**src/rtl/cdr_strobe_gen_if.sv**
```systemverilog
// Timing-loop <-> strobe generator bus.
//   i_en    run enable
//   i_nb_P  samples per symbol period
//   i_sync  phase restart pulse
//   i_adv   shorten-next-period nudge
//   i_ret   lengthen-next-period nudge
//   o_mid   decision strobe
//   o_end   period-boundary strobe
//   o_phase phase counter
//   o_adj   applied adjustment (01 adv, 10 ret)
// master: TED/loop side (drives i_*); slave: strobe generator.
interface cdr_strobe_gen_if #(
  parameter int CNT_W = 6
);
  logic             i_en;
  logic [CNT_W-1:0] i_nb_P;
  logic             i_sync;
  logic             i_adv;
  logic             i_ret;
  logic             o_mid;
  logic             o_end;
  logic [CNT_W-1:0] o_phase;
  logic [1:0]       o_adj;

  modport master (
    output i_en, i_nb_P, i_sync, i_adv, i_ret,
    input  o_mid, o_end, o_phase, o_adj
  );

  modport slave (
    input  i_en, i_nb_P, i_sync, i_adv, i_ret,
    output o_mid, o_end, o_phase, o_adj
  );
endinterface

```
**src/rtl/cdr_strobe_gen.sv**
```systemverilog
// Symbol-timing strobe generator for the CDR.
// Counts oversampled clocks per symbol period, emits a mid-period decision
// strobe and an end-of-period strobe, applies at most one +/-1 sample nudge
// per period and supports a phase-restart sync.
// Ports:
//   i_clk  clock
//   i_rst  synchronous reset, active-high
//   bus    cdr_strobe_gen_if.slave (enable, period, sync, nudges, strobes)
module cdr_strobe_gen #(
  parameter int CNT_W = 6,
  parameter int P_MIN = 4
) (
  input  logic           i_clk,
  input  logic           i_rst,
  cdr_strobe_gen_if.slave bus
);

  typedef enum logic {S_IDLE = 1'b0, S_RUN = 1'b1} state_t;

  // Pending-nudge codes double as the o_adj encoding.
  localparam logic [1:0] PEND_NONE = 2'b00;
  localparam logic [1:0] PEND_ADV  = 2'b01;
  localparam logic [1:0] PEND_RET  = 2'b10;

  localparam logic [CNT_W-1:0] PMIN_V = CNT_W'(P_MIN);

  state_t           state, state_nxt;
  logic [CNT_W-1:0] cnt;
  logic [CNT_W-1:0] p_lat;
  logic [1:0]       pend;
  logic             hold;
  logic [1:0]       adj_q;

  logic [CNT_W-1:0] p_in;
  logic [CNT_W-1:0] p_last;
  logic [CNT_W-1:0] mid_pt;
  logic             wrap;

  // Adv and ret cancel each other; a single nudge either cancels an opposite
  // pending nudge or saturates in its own direction.
  function automatic logic [1:0] nudge(input logic [1:0] p, input logic adv,
                                       input logic ret);
    logic [1:0] r;
    r = p;
    if (adv && !ret)      r = (p == PEND_RET) ? PEND_NONE : PEND_ADV;
    else if (ret && !adv) r = (p == PEND_ADV) ? PEND_NONE : PEND_RET;
    return r;
  endfunction

  assign p_in   = (bus.i_nb_P < PMIN_V) ? PMIN_V : bus.i_nb_P;
  assign p_last = p_lat - CNT_W'(1);
  assign mid_pt = p_last >> 1;
  assign wrap   = (cnt == p_last);

  // State register
  always_ff @(posedge i_clk) begin
    if (i_rst) state <= S_IDLE;
    else       state <= state_nxt;
  end

  // Next-state logic
  always_comb begin
    state_nxt = state;
    case (state)
      S_IDLE:  if (bus.i_en)  state_nxt = S_RUN;
      S_RUN:   if (!bus.i_en) state_nxt = S_IDLE;
      default: state_nxt = S_IDLE;
    endcase
  end

  // Phase counter, period latch and nudge bookkeeping
  always_ff @(posedge i_clk) begin
    if (i_rst) begin
      cnt   <= '0;
      p_lat <= PMIN_V;
      pend  <= PEND_NONE;
      hold  <= 1'b0;
      adj_q <= PEND_NONE;
    end else begin
      adj_q <= PEND_NONE;
      if (state == S_IDLE) begin
        cnt  <= '0;
        pend <= PEND_NONE;
        hold <= 1'b0;
        if (bus.i_en) p_lat <= p_in;
      end else if (!bus.i_en) begin
        cnt  <= '0;
        pend <= PEND_NONE;
        hold <= 1'b0;
      end else if (bus.i_sync) begin
        // Sync beats a coincident wrap: pending nudge is dropped, no o_adj.
        cnt   <= '0;
        p_lat <= p_in;
        pend  <= PEND_NONE;
        hold  <= 1'b0;
      end else if (hold) begin
        // Extra cycle at phase 0 realising a retard.
        hold <= 1'b0;
        pend <= nudge(pend, bus.i_adv, bus.i_ret);
      end else if (wrap) begin
        p_lat <= p_in;
        adj_q <= pend;
        cnt   <= (pend == PEND_ADV) ? CNT_W'(1) : '0;
        hold  <= (pend == PEND_RET);
        // Nudge arriving in the wrap cycle belongs to the following period.
        pend  <= nudge(PEND_NONE, bus.i_adv, bus.i_ret);
      end else begin
        cnt  <= cnt + CNT_W'(1);
        pend <= nudge(pend, bus.i_adv, bus.i_ret);
      end
    end
  end

  // Outputs: register decode only
  always_comb begin
    bus.o_mid   = 1'b0;
    bus.o_end   = 1'b0;
    bus.o_phase = '0;
    bus.o_adj   = adj_q;
    if (state == S_RUN) begin
      bus.o_mid   = (cnt == mid_pt) && !hold;
      bus.o_end   = wrap;
      bus.o_phase = cnt;
    end
  end

endmodule
```
**src/flat_wrapper.sv**
```systemverilog
// flat-port wrapper written by rule: the top's interface ports become plain ports
module cdr_strobe_gen_flat 
#(
  parameter int CNT_W = 6,
  parameter int P_MIN = 4
)
  (i_clk, i_rst, bus_i_en, bus_i_nb_P, bus_i_sync, bus_i_adv, bus_i_ret, bus_o_mid, bus_o_end, bus_o_phase, bus_o_adj);
  cdr_strobe_gen_if #(.CNT_W(CNT_W)) bus_i ();
  input  logic i_clk;
  input  logic i_rst;
  input wire logic [$bits(bus_i.i_en)-1:0] bus_i_en;
  input wire logic [$bits(bus_i.i_nb_P)-1:0] bus_i_nb_P;
  input wire logic [$bits(bus_i.i_sync)-1:0] bus_i_sync;
  input wire logic [$bits(bus_i.i_adv)-1:0] bus_i_adv;
  input wire logic [$bits(bus_i.i_ret)-1:0] bus_i_ret;
  output wire logic [$bits(bus_i.o_mid)-1:0] bus_o_mid;
  output wire logic [$bits(bus_i.o_end)-1:0] bus_o_end;
  output wire logic [$bits(bus_i.o_phase)-1:0] bus_o_phase;
  output wire logic [$bits(bus_i.o_adj)-1:0] bus_o_adj;
  assign bus_i.i_en = bus_i_en;
  assign bus_i.i_nb_P = bus_i_nb_P;
  assign bus_i.i_sync = bus_i_sync;
  assign bus_i.i_adv = bus_i_adv;
  assign bus_i.i_ret = bus_i_ret;
  assign bus_o_mid = bus_i.o_mid;
  assign bus_o_end = bus_i.o_end;
  assign bus_o_phase = bus_i.o_phase;
  assign bus_o_adj = bus_i.o_adj;
  cdr_strobe_gen #(.CNT_W(CNT_W), .P_MIN(P_MIN)) u_core (.i_clk(i_clk), .i_rst(i_rst), .bus(bus_i));
endmodule
```
**config.mk**
```make
export PLATFORM = sky130hd
export DESIGN_NAME = cdr_strobe_gen_flat
export DESIGN_NICKNAME = d
export VERILOG_FILES = /design/src/rtl/cdr_strobe_gen_if.sv /design/src/rtl/cdr_strobe_gen.sv /design/src/flat_wrapper.sv
export SDC_FILE = /design/constraint.sdc
export NUM_CORES = 1
export LEC_CHECK = 0
export BUFFER_PORTS_ARGS = -buffer_cell sky130_fd_sc_hd__buf_2
export CORE_AREA = 2 2 48 50
export DETAILED_ROUTE_END_ITERATION = 6
export DIE_AREA = 0 0 50 52
export GPL_TIMING_DRIVEN = 0
export PLACE_DENSITY = 0.81
export SLEW_MARGIN = 30
export SYNTH_ARGS = -nofsm -noshare
export SYNTH_HDL_FRONTEND = slang
export SYNTH_SLANG_ARGS = --single-unit
```
**constraint.sdc**
```tcl
create_clock -name i_clk -period 4.7 [get_ports i_clk]
set_input_delay 0.235 -clock i_clk [delete_from_list [all_inputs] [get_ports i_clk]]
set_output_delay 0.235 -clock i_clk [all_outputs]
set_load 0.05 [all_outputs]
```
==> metrics.cfg <==
[cts]
cts_max_level=1
cts.hold.buffers_added=0
clkTransAtPathRegs_ns=0.10
cts_tree=done
cts_buffers=3
cts_resized=0
cts_buffer_depth=2
insertion_delay_ns=0.29
cts_setup_buffers=0
clock-sinks=18
clock-root-buffer=clkbuf_4

[floorplan]
die_w_um=50
io_pins=22
rows=17
dieArea_um2=2600
start_util=0.542
coreArea_um2=2110
die_h_um=52

[hold_path]
holdCritPathClass=in2reg

[yosys]
yosys_most_used_dff=dfxtp_1
syn_area_um2=1140
netlist.area_leader.share=0.315
synth_nets=138
synthMostInstantiatedCell=dfxtp_1
synthTopCellsByArea=dfxtp_1 32%, xnor2_1 9.2%, nand2b_1 6.0%
ys_types=34
async_flop_share=0
synth.ff_latch_count=18
synth_edf_count=0
synthCells=124
synth_common_cells=18 x dfxtp_1, 12 x xnor2_1, 11 x nand2b_1, 11 x nor2_1, 9 x nand2_1
synth_area_leader_cell=dfxtp_1
yosysSeqAreaShare=0.315
yosys_warnings=0
avgSynthCellArea_um2=9.21

[drt]
ant_nets=0
first_pass_iters=4
routedWlPerCell_um=12.6
routed_wl_mm=2.23
drc_errors=0
vias_per_cell=5.10
dr_total_vias=903
dr.first_iter.drc_count=8

[global_route]
grt_util_all_layers=0.200
grt_max_degree=11
grt_pass1_wl_mm=3.95
grt_pass1_vias=868
antenna_found_initial=0
globalRouteOverflowTotal=0

[timing]
skew_ns=0.00225
setup_viol=0
max_freq_mhz=413
slew_violations=0
finalHoldWorstSlack_ns=0.154
worst_slack_ns=2.28
max_slew_margin=0.649
rsz0062_at_grt=false
post-route-period-util=0.515
setup_tns_ns=0
worst_pin_slew_ns=0.525
hold_viol=0
fin_crit_ns=2.42

[pwr]
intPower_mw=0.231
power_frac_seq=0.519
sw_frac_of_total=0.265
leakage_nw=0.509
ir_drop_mv=0.167
clkPwrFrac=0.301
power_frac_comb=0.180
p_switching_mw=0.0834
total_power_mw=0.314
power.density_nw_per_um2=238

[layout]
layout-drive-gt1-share=0.255
area.growth.synth_to_final_pct=15.4
multi_input_area_um2=737
fin_area_um2=1320
regArea_um2=360
nFillCells=185
nNetsFinal=164
n_antenna_cell=0
post_layout_nonfiller_instances=177
post-route-util=0.626

[worst_setup_path]
cp-end-kind=primary output
r2r_setup_slack_ns=2.45
crit_required_ns=4.47
worst-path-max-fanout=9
critical_path_class=reg2out
arrival_ns=2.19
startpoint_type=flop

[placement]
globalplace.congestion=0.793
io_buffers=21
placement.cell_area_um2=1280
placed_cells=173
place_ws_ns=2.42
dp_hpwl_mm=1.80

[run_status]
status=finished clean

[job]
maxCapViolCount=0

==> cell usage in the layout, fill, tap and decap left out, types with 6 or more instances in the layout <==
cell type and n:
mux2i_1 6, xor2_1 6, nand2_1 9, and2_1 6, nand2b_1 11, buf_2 21
xnor2_1 12, dfxtp_1 18, inv_1 6, nor2_1 11
==> worst max-delay path, stage by stage, from the launching register on <==
cell and delay, ns:
dfxtp_1 0.43, inv_1 0.08, ha_1 0.22, xor2_1 0.28, xnor2_2 0.17, nand4_4 0.21, nor3_1 0.21, buf_2 0.29
==> final timing paths <==
kind | start | endpoint | cells after the start
worst max-delay path | u_core.p_lat[0]$_SDFFE_PP0P_ | bus_o_end | 7
worst min-delay path | i_rst | u_core.state$_SDFF_PP0_ | 2
worst max register to register | u_core.p_lat[0]$_SDFFE_PP0P_ | u_core.pend[0]$_SDFF_PP0_ | 7
worst min register to register | u_core.pend[1]$_SDFF_PP0_ | u_core.pend[1]$_SDFF_PP0_ | 2
==> cell families after synthesis <==
| family | synth area share |
|---|---|
| compound gates | 0.0909 |
| mux | 0.0526 |
| flops | 0.315 |
| xor+xnor | 0.188 |
| simple gates | 0.291 |
| buf+inv | 0.0394 |
| fa+ha+maj | 0.0219 |
==> routing by layer <==
layer,track usage,vias up,part of all wire
met5,0,-,0
met4,0.0833,0,0.013
met3,0.0172,4,0.030
met2,0.351,16,0.50
met1,0.250,414,0.46
li1,-,469,-
==> flip-flops by register name (all words and copies together) (netlist names) <==
name / flops
u_core.bus.o_adj: 2
u_core.cnt: 6
u_core.pend: 2
u_core.p_lat: 6
u_core.hold: 1
u_core.state: 1
==> area by class of cell <==
cell class              count  area share
multi-input cells          96       0.559
flip-flops and latches     18       0.273
repair buffers             21      0.0797
clock buffers               4      0.0275
well taps                  28      0.0266
plain buffers               4      0.0171
inverters                   6      0.0171
==> power by group through the flow <==
| stage | registers (mW) | logic [mW] | clock network, mW |
|---|---|---|---|
| global placement | 0.166 | 0.0536 | 0 |
| global route | 0.164 | 0.0619 | 0.103 |
| finish | 0.163 | 0.0564 | 0.0948 |
| CTS | 0.163 | 0.0570 | 0.0969 |
| floorplan | 0.165 | 0.0445 | 0 |
| detailed placement | 0.167 | 0.0568 | 0 |
Power figures use the tool's default switching activity.
